## src/rtl/seg7_pkg.sv

```systemverilog
// rtl/seg7_pkg.sv - glyph constants and leading-zero suppression helper for the seven-segment scanner
package seg7_pkg;

   localparam logic [6:0] SEG_BLANK = 7'h7F;

   localparam logic [6:0] GLYPH_0 = 7'b0000001;
   localparam logic [6:0] GLYPH_1 = 7'b1001111;
   localparam logic [6:0] GLYPH_2 = 7'b0010010;
   localparam logic [6:0] GLYPH_3 = 7'b0000110;
   localparam logic [6:0] GLYPH_4 = 7'b1001100;
   localparam logic [6:0] GLYPH_5 = 7'b0100100;
   localparam logic [6:0] GLYPH_6 = 7'b0100000;
   localparam logic [6:0] GLYPH_7 = 7'b0001111;
   localparam logic [6:0] GLYPH_8 = 7'b0000000;
   localparam logic [6:0] GLYPH_9 = 7'b0000100;
   localparam logic [6:0] GLYPH_A = 7'b0001000;
   localparam logic [6:0] GLYPH_B = 7'b1100000;
   localparam logic [6:0] GLYPH_C = 7'b0110001;
   localparam logic [6:0] GLYPH_D = 7'b1000010;
   localparam logic [6:0] GLYPH_E = 7'b0110000;
   localparam logic [6:0] GLYPH_F = 7'b0111000;

   // Bit i set when nibble i and every nibble above it are zero; digit 0 never suppressed.
   function automatic logic [7:0] suppress_mask(input logic [31:0] nibbles, input int digits);
      logic [7:0] mask;
      logic       all_zero;
      mask     = '0;
      all_zero = 1'b1;
      for (int i = 7; i >= 1; i--) begin
         if (i < digits) begin
            all_zero = all_zero & (nibbles[4*i +: 4] == 4'h0);
            mask[i]  = all_zero;
         end
      end
      return mask;
   endfunction

endpackage

```

## src/rtl/hex_to_seg7.sv

```systemverilog
// rtl/hex_to_seg7.sv - combinational hex nibble to active-low seven-segment glyph decoder
module hex_to_seg7
   import seg7_pkg::*;
(
   input  logic [3:0] nibble,
   output logic [6:0] glyph
);

   always_comb begin
      glyph = SEG_BLANK;
      case (nibble)
         4'h0: glyph = GLYPH_0;
         4'h1: glyph = GLYPH_1;
         4'h2: glyph = GLYPH_2;
         4'h3: glyph = GLYPH_3;
         4'h4: glyph = GLYPH_4;
         4'h5: glyph = GLYPH_5;
         4'h6: glyph = GLYPH_6;
         4'h7: glyph = GLYPH_7;
         4'h8: glyph = GLYPH_8;
         4'h9: glyph = GLYPH_9;
         4'hA: glyph = GLYPH_A;
         4'hB: glyph = GLYPH_B;
         4'hC: glyph = GLYPH_C;
         4'hD: glyph = GLYPH_D;
         4'hE: glyph = GLYPH_E;
         4'hF: glyph = GLYPH_F;
         default: glyph = SEG_BLANK;
      endcase
   end

endmodule

```

## src/rtl/seg7_scan_ctrl.sv

```systemverilog
// rtl/seg7_scan_ctrl.sv - N-digit multiplexed seven-segment scan controller with frame-aligned load handshake
module seg7_scan_ctrl
   import seg7_pkg::*;
#(
   parameter int DIGITS   = 4,
   parameter int PRESCALE = 50000,
   parameter int DEADTIME = 2,
   parameter int CW       = $clog2(PRESCALE)
) (
   input  logic                  clk,
   input  logic                  reset,
   input  logic                  load,
   input  logic [4*DIGITS-1:0]   value,
   input  logic [DIGITS-1:0]     dp_in,
   input  logic [DIGITS-1:0]     blank_in,
   input  logic                  lz_en,
   output logic [6:0]            seg,
   output logic                  dp,
   output logic [DIGITS-1:0]     an,
   output logic                  load_ack,
   output logic                  frame_tick
);

   localparam int IW = $clog2(DIGITS);

   logic [CW-1:0]          cnt, cnt_n;
   logic [IW-1:0]          idx, idx_n;
   logic                   tc, boundary, dead, blanked, pending;
   logic [4*DIGITS-1:0]    pend_val, sh_val, sh_val_n;
   logic [DIGITS-1:0]      pend_dp, pend_blank, sh_dp, sh_blank, sh_dp_n, sh_blank_n, supp;
   logic [3:0]             nibble;
   logic [6:0]             glyph;

   assign tc       = (cnt == CW'(PRESCALE - 1));
   assign boundary = tc && (idx == IW'(DIGITS - 1));
   assign cnt_n    = tc ? '0 : cnt + CW'(1);

   always_comb begin
      idx_n = idx;
      if (tc) idx_n = (idx == IW'(DIGITS - 1)) ? '0 : idx + IW'(1);
   end

   // Shadow only changes at a frame boundary; a load in that same cycle bypasses the pending regs.
   always_comb begin
      sh_val_n   = sh_val;
      sh_dp_n    = sh_dp;
      sh_blank_n = sh_blank;
      if (boundary && load) begin
         sh_val_n   = value;
         sh_dp_n    = dp_in;
         sh_blank_n = blank_in;
      end else if (boundary && pending) begin
         sh_val_n   = pend_val;
         sh_dp_n    = pend_dp;
         sh_blank_n = pend_blank;
      end
   end

   always_comb begin
      nibble = 4'h0;
      for (int i = 0; i < DIGITS; i++)
         if (idx_n == IW'(i)) nibble = sh_val_n[4*i +: 4];
   end

   hex_to_seg7 u_dec (.nibble(nibble), .glyph(glyph));

   assign supp    = DIGITS'(suppress_mask(32'(sh_val_n), DIGITS));
   assign dead    = (cnt_n < CW'(DEADTIME));
   assign blanked = sh_blank_n[idx_n] | (lz_en & supp[idx_n]);

   // Outputs are computed from next-state values so they track the slot the counter is entering.
   always_ff @(posedge clk or negedge reset) begin
      if (!reset) begin
         cnt        <= '0;
         idx        <= '0;
         pending    <= 1'b0;
         pend_val   <= '0;
         pend_dp    <= '0;
         pend_blank <= '0;
         sh_val     <= '0;
         sh_dp      <= '0;
         sh_blank   <= '0;
         an         <= '1;
         seg        <= SEG_BLANK;
         dp         <= 1'b1;
         load_ack   <= 1'b0;
         frame_tick <= 1'b0;
      end else begin
         cnt      <= cnt_n;
         idx      <= idx_n;
         sh_val   <= sh_val_n;
         sh_dp    <= sh_dp_n;
         sh_blank <= sh_blank_n;
         if (load) begin
            pend_val   <= value;
            pend_dp    <= dp_in;
            pend_blank <= blank_in;
         end
         if (boundary)  pending <= 1'b0;
         else if (load) pending <= 1'b1;
         frame_tick <= boundary;
         load_ack   <= boundary && (load || pending);
         an         <= dead ? '1 : ~(DIGITS'(1) << idx_n);
         seg        <= (dead || blanked) ? SEG_BLANK : glyph;
         dp         <= (dead || blanked) ? 1'b1 : ~sh_dp_n[idx_n];
      end
   end

endmodule

```

## config.mk

```make
export PLATFORM = sky130hd
export DESIGN_NAME = seg7_scan_ctrl
export DESIGN_NICKNAME = d
export VERILOG_FILES = /design/src/rtl/seg7_pkg.sv /design/src/rtl/hex_to_seg7.sv /design/src/rtl/seg7_scan_ctrl.sv
export SDC_FILE = /design/constraint.sdc
export NUM_CORES = 1
export LEC_CHECK = 0
export BUFFER_PORTS_ARGS = -buffer_cell sky130_fd_sc_hd__buf_2
export CELL_PAD_IN_SITES_DETAIL_PLACEMENT = 0
export CELL_PAD_IN_SITES_GLOBAL_PLACEMENT = 2
export CORE_MARGIN = 5
export CORE_UTILIZATION = 39
export CTS_CLUSTER_DIAMETER = 40
export DETAILED_ROUTE_END_ITERATION = 6
export GPL_TIMING_DRIVEN = 0
export PLACE_DENSITY = 0.83
export REMOVE_ABC_BUFFERS = 1
export SETUP_SLACK_MARGIN = 0.05
export SLEW_MARGIN = 20
export SYNTH_ARGS = -nofsm -noshare
export SYNTH_HDL_FRONTEND = slang
export SYNTH_SLANG_ARGS = --single-unit
```

## constraint.sdc

```tcl
create_clock -name clk -period 3.8 [get_ports clk]
set_input_delay 0.19 -clock clk [delete_from_list [all_inputs] [get_ports clk]]
set_output_delay 0.19 -clock clk [all_outputs]
set_load 0.01 [all_outputs]
```

* After elaboration in Yosys (flattened, before gate mapping)
Memories as Yosys holds them, arrays and structs flattened.
Index checks and enable logic that the tools add are counted.
** Storage, ports and cells
- Bits in registers :: 81
- Bits in latches :: 0
- RAM bits :: 0
- ROM bits :: 112
- Input bits :: 28
- Output and inout bits :: 14
- Word-level logic and storage cells :: 66
- Memories kept :: 1
** Memories
- (no name shown) :: depth 16, bits a word 7, rd ports 1, clocked after Yosys merged registers in 0, write ports 0, line hex_to_seg7.sv:11 : case (nibble)
** Operators by class
- Add/subtract/negate cells :: 2
- Multipliers :: 0
- Divide/modulo/power cells :: 0
- $lt $le $gt $ge :: 2
- Eq/ne operators :: 5
- Shift operators :: 1
- Mux-type cells :: 24
- Bitwise gates (word level) :: 6
- Reductions and logical operators :: 11
** Operators with widths (count)
- two-way mux 16 bit :: 3
- two-way mux 4 bit :: 9
- adder 16 x 1 -> 16 bit, second input constant :: 1
- == test 16 bit, second input constant :: 1
- < comparator 16 x 2 -> 1 bit, second input constant :: 1
- zero test 4 bit :: 3
- two-way mux 7 bit :: 1
- binary-select mux 1 bit (select 2 bit) :: 3
- == test 2 bit, second input constant :: 3
- two-way mux 1 bit :: 6
- logical AND 1 bit :: 4
- two-way mux 2 bit :: 2
- NOT 4 bit :: 1
- << shifter 1 x 2 -> 4 bit, first input constant :: 1
- bitwise AND 1 bit :: 3
- < comparator 2 x 3 -> 1 bit, second input constant :: 1
- adder 2 x 1 -> 2 bit, second input constant :: 1
- == test 2 x 1 -> 1 bit, second input constant :: 1
- zero test 2 bit :: 1
- logical OR 1 bit :: 2
- nonzero test 2 bit :: 1
- NOT 1 bit :: 1
- OR 1 bit :: 1

* Longest topological paths before layout
- Depth after elaboration :: 14
- Gate-level depth with buffers :: 16
- Gate-level depth less buffers :: 14

* Cells and area by module
A second synthesis with hierarchy kept.
** Unflattened totals
- Cell total of the unflattened synthesis :: 385
- Area total of the unflattened synthesis :: 4211.5 sq um
** By module, submodules not included
- seg7_scan_ctrl :: instances 1, cells each 353, area an instance 3937.5 sq um, seq. area each 2042.0 sq um
- hex_to_seg7 :: instances 1, cells each 32, area an instance 274.0 sq um, seq. area each 0.0 sq um

* Worst setup path after synthesis
No wires, ideal clock.
- Path type :: register -> register
- From :: register cnt[0]
- To :: register seg[1]
- Library setup time :: 0.101 ns
- Arrival :: 3.051 ns
- Data required time :: 3.699 ns
- Setup slack :: 0.648 ns
- Stages on the path, launching flop included :: 17
- Path buffers :: 3
- Period minus slack after synthesis :: 3.152 ns
- Path through :: dfrtp_1 > ha_1 > and3_4 > buf_6 > and4_4 > buf_6 > mux2i_2 > inv_2 > buf_4 > a21oi_1 > a211oi_1 > a31oi_1 > inv_1 > ha_1 > mux2_4 > nand2_1 > o211ai_1
** On the way
- Elaborated cells on any way between the ends :: 34
- Classes of those cells :: 1 x add/sub; 1 x order compare; 4 x eq/ne; 15 x mux; 4 x bitwise; 8 x reduce/logical; 1 x memory
** RTL lines
- start: declaration :: line seg7_scan_ctrl.sv:26 : logic [CW-1:0] cnt, cnt_n;
- start signal: assignment :: line seg7_scan_ctrl.sv:89 : cnt <= cnt_n;
- == test 16 bit * :: line seg7_scan_ctrl.sv:34 : assign tc = (cnt == CW'(PRESCALE - 1));
- two-way mux 2 bit * :: line seg7_scan_ctrl.sv:40 : if (tc) idx_n = (idx == IW'(DIGITS - 1)) ? '0 : idx + IW'(1);
- named net idx_n[1] :: line seg7_scan_ctrl.sv:27 : logic [IW-1:0] idx, idx_n;
- zero test 2 bit :: line seg7_scan_ctrl.sv:62 : if (idx_n == IW'(i)) nibble = sh_val_n[4*i +: 4];
- two-way mux 4 bit (4 in a row) :: line seg7_scan_ctrl.sv:62
- memory (16 x 7 bit)
- two-way mux 7 bit * :: line seg7_scan_ctrl.sv:104 : seg <= (dead || blanked) ? SEG_BLANK : glyph;
- end signal: assignment :: line seg7_scan_ctrl.sv:104
- end: declaration :: line seg7_scan_ctrl.sv:17 : output logic [6:0] seg,
Mark *: on every way through the listed nets, which the timed path passes. The rest lies on a longest branch. The select of a mux whose other input is x is not followed.
A chain may end at the register's enable or synchronous reset.

* Final worst setup path
- From :: register cnt[4]
- To :: register seg[1]
** On the way
- Longest elaborated chain between the ends :: 14
- Elaborated cells on any way between the ends :: 34
- Classes of those cells :: 1 x add/sub; 1 x order compare; 4 x eq/ne; 15 x mux; 4 x bitwise; 8 x reduce/logical; 1 x memory
** Ends and longest elaborated chain (line)
- branches (longest 13 deep; another with adder 16 x 1 -> 16 bit)
- two-way mux 7 bit * :: seg7_scan_ctrl.sv:104
Every way passes the cells marked *. The select of a mux whose other input is x is not followed.

==> impl_metrics.py <==
metrics = {
    "run_status": {
        "status": "complete, no violations",
    },
    "drt": {
        "vias": 3172,
        "wl_met3_um": 436,
        "drt_wl_total_mm": 9.70,
        "met2_length_mm": 4.48,
        "wirelength_met1_mm": 4.64,
        "first_iter_violations": 212,
        "wl_per_cell_um": 16.8,
        "vias_per_cell": 5.49,
        "ant_nets": 0,
        "first_pass_iters": 4,
        "top_layer": "met4",
        "drc": 0,
    },
    "floorplan": {
        "die_w_um": 115,
        "die_area_um2": 13200,
        "io_pins": 42,
        "core_area_um2": 10800,
        "rows": 38,
        "start_util_pct": 39.7,
        "chipHeight_um": 115,
    },
    "critical_path": {
        "end_kind": "flip-flop",
        "cp_slowest_cell": "dfrtp_1",
        "start_kind": "flip-flop",
        "criticalPathCategory": "flip-flop to flip-flop",
        "max_stage_delay_ns": 0.54,
        "crit_chain": "and4bb_2 -> and4_4 -> mux2i_4 -> inv_2 -> a21oi_1 -> a211oi_1 -> a31oi_2 -> inv_1 -> ha_1 -> mux2_4 -> nand2_1 -> o211ai_1",
        "cp_max_fo": 16,
        "cp.arrival_ns": 3.69,
        "critPathRequiredTime_ns": 4.05,
    },
    "place": {
        "post-dp-hpwl_mm": 6.56,
        "portBuffers": 41,
        "place_congestion": 0.828,
        "placed_area_um2": 4540,
    },
    "yosys": {
        "synth_top_area_share_pct": 40.1,
        "ys_async_sr_fraction_pct": 100,
        "synth.area.top_cells": "dfrtp_1 (40%), dfstp_2 (7.3%), mux2i_1 (4.2%), a32oi_1 (3.9%), mux2_2 (3.7%)",
        "syn-cell-area_um2": 4300,
        "syn_area_per_cell_um2": 10.6,
        "ys_ff_latch": 81,
        "synth_edf_count": 0,
        "yosysWarnings": 0,
        "synth.most_common_cell": "dfrtp_1",
        "synth_top_area_cell": "dfrtp_1",
        "yosys.cell_types.count": 62,
        "yosys_most_used_dff": "dfrtp_1",
        "ys_seq_area_share_pct": 47.5,
        "synth_cells": 404,
        "synth_common_cells": "dfrtp_1 (69), nand2_1 (34), nor2_1 (29), nand3_1 (25), a32oi_1 (19)",
    },
    "timing": {
        "worstMarginPinSlew_ns": 0.783,
        "max_slew_margin_pct": 47.8,
        "setup_viol": 0,
        "timing.fmax_ghz": 0.290,
        "post-route-period-util_pct": 90.6,
        "timing.final.crit_period_ns": 3.44,
        "totalNegativeSetupSlack_ns": 0,
        "rsz0062_at_grt": "false",
        "drv_slew": 0,
        "skew_ns": 0.00929,
        "hold_viol_final": 0,
    },
    "grt": {
        "grt_max_degree": 42,
        "antenna_found_initial": 0,
        "grt.total_usage_pct": 15.8,
        "grt-ovfl-total": 0,
        "first_global_vias": 3190,
        "grt_pass1_wl_mm": 16.4,
    },
    "power": {
        "p_leak_nw": 2.17,
        "ir_drop_uv": 146,
        "p_per_area_nw_per_um2": 348,
    },
    "finish": {
        "area_growth_pct": 12.1,
        "final_nets": 468,
        "antennaDiodeCount": 0,
        "design_area_um2": 4820,
        "final_layout_size_suffix_gt1_share_pct": 25.1,
    },
    "clocking": {
        "cts_root_buffer": "clkbuf_8",
        "path_clk_slew_ns": 0.08,
        "cts_tree": "built",
        "cts.path.max_buffers": 2,
        "cts_max_level": 3,
        "cts_buffers": 9,
        "worstSkewPairLatency_ns": 0.36,
        "clock-sinks": 81,
    },
    "hold_path": {
        "hold_class": "primary input to flip-flop",
    },
    "job": {
        "drv_cap": 0,
    },
}
## final timing paths
path                              from          end  slack (ns)  cells after the start
setup / recovery                cnt[4]       seg[1]        0.36                     12
hold / removal                value[9]  pend_val[9]        0.07                      2
setup reg to reg                cnt[4]       seg[1]        0.36                     12
hold reg to reg            pend_val[6]  pend_val[6]        0.48                      1
max in group asynchronous        reset       seg[1]        2.79                      3
min in group asynchronous        reset   pend_dp[3]        0.34                      2
## timing repair
action / 4_1_cts / 5_1_grt
gates cloned: 0 / 0
resized for setup: 5 / 3
setup buffers: 1 / 2
hold buffers: 1 / 0
setup endpoints to repair: 8 / 8
hold endpoints to repair: 38 / 0
## cell families after synthesis
kind of cell	Yosys count	synth area share (%)
and+or+nand+nor	135	17.1
AOI/OAI and AO/OA	85	15.5
DFF	81	47.5
buffers and inverters	48	6.22
muxes	36	9.19
xor gates and xnor gates	12	2.44
adders and majority gates	7	2.04
## critical path, delay by kind of cell (launching register included)
family | cells | cell delay [ns]
DFF | 1 | 0.54
muxes | 2 | 0.57
buffers and inverters | 2 | 0.31
adders and majority gates | 1 | 0.27
AOI/OAI and AO/OA | 4 | 0.71
and+or+nand+nor | 3 | 0.91
## flip-flops by register name, indices dropped and copies added, names as in the netlist
signal and flops:
sh_blank 4, sh_dp 4, pend_dp 4, dp 1, sh_val 16, an 4
frame_tick 1, pend_val 16, load_ack 1, idx 2, pend_blank 4, seg 7
pending 1, cnt 16
## layer usage
layer	vias to the layer above	global-route usage (%)
met5	-	0
met2	67	24.8
met3	11	3.68
met4	0	5.32
met1	1562	21.5
li1	1532	-
## placed cells by master (no fill, tap or decap), drive strengths merged, types with 3 or more instances in the layout
cell    netlist  layout
dfrtp        69      69
buf          19      47
nand2        34      34
nor2         29      29
nand3        25      25
mux2i        20      20
a32oi        19      19
inv          18      18
mux2         16      16
clkbuf       11      13
a21o         12      12
dfstp        12      12
and2         11      11
xnor2        10      10
a211oi       10      10
a21oi         9       9
nor3          8       8
ha            7       7
o21ai         7       7
o22ai         6       6
nand4         6       6
nor4          6       6
o221ai        4       4
and4          4       4
o211ai        3       3
## cell type report
cell class,count,area [um^2]
inverter,18,75.1
clock buffer,13,149
clock inverter,3,65.1
fill,1040,6020
timing repair buffer,48,287
multi-input combinational,275,2030
tap,140,175
sequential,81,2040
## metrics by stage
| stage | instances | total power, W | util, % | setup WS (ns) | hold slack [ns] |
|---|---|---|---|---|---|
| after floorplan | 374 | 0.000947 | - | 0.378 | -0.106 |
| after detailed placement | 558 | 0.00100 | 41.8 | -0.529 | 0.211 |
| after global routing | 578 | 0.00176 | 44.5 | 0.0579 | 0.0542 |
| after global placement | 555 | 0.000994 | 41.3 | -0.442 | 0.439 |
| after CTS | 576 | 0.00170 | 44.2 | 0.0837 | 0.0640 |
| final | 578 | 0.00168 | 44.5 | 0.357 | 0.0741 |
## report_power, final
part / internal (W) / total, W / switching, W / leakage (nW)
sequential: 0.000887 / 0.000899 / 0.0000124 / 0.982
clock: 0.000388 / 0.000695 / 0.000307 / 0.108
combinational: 0.0000382 / 0.0000852 / 0.0000470 / 1.08
(Power assumes the default switching activity.)
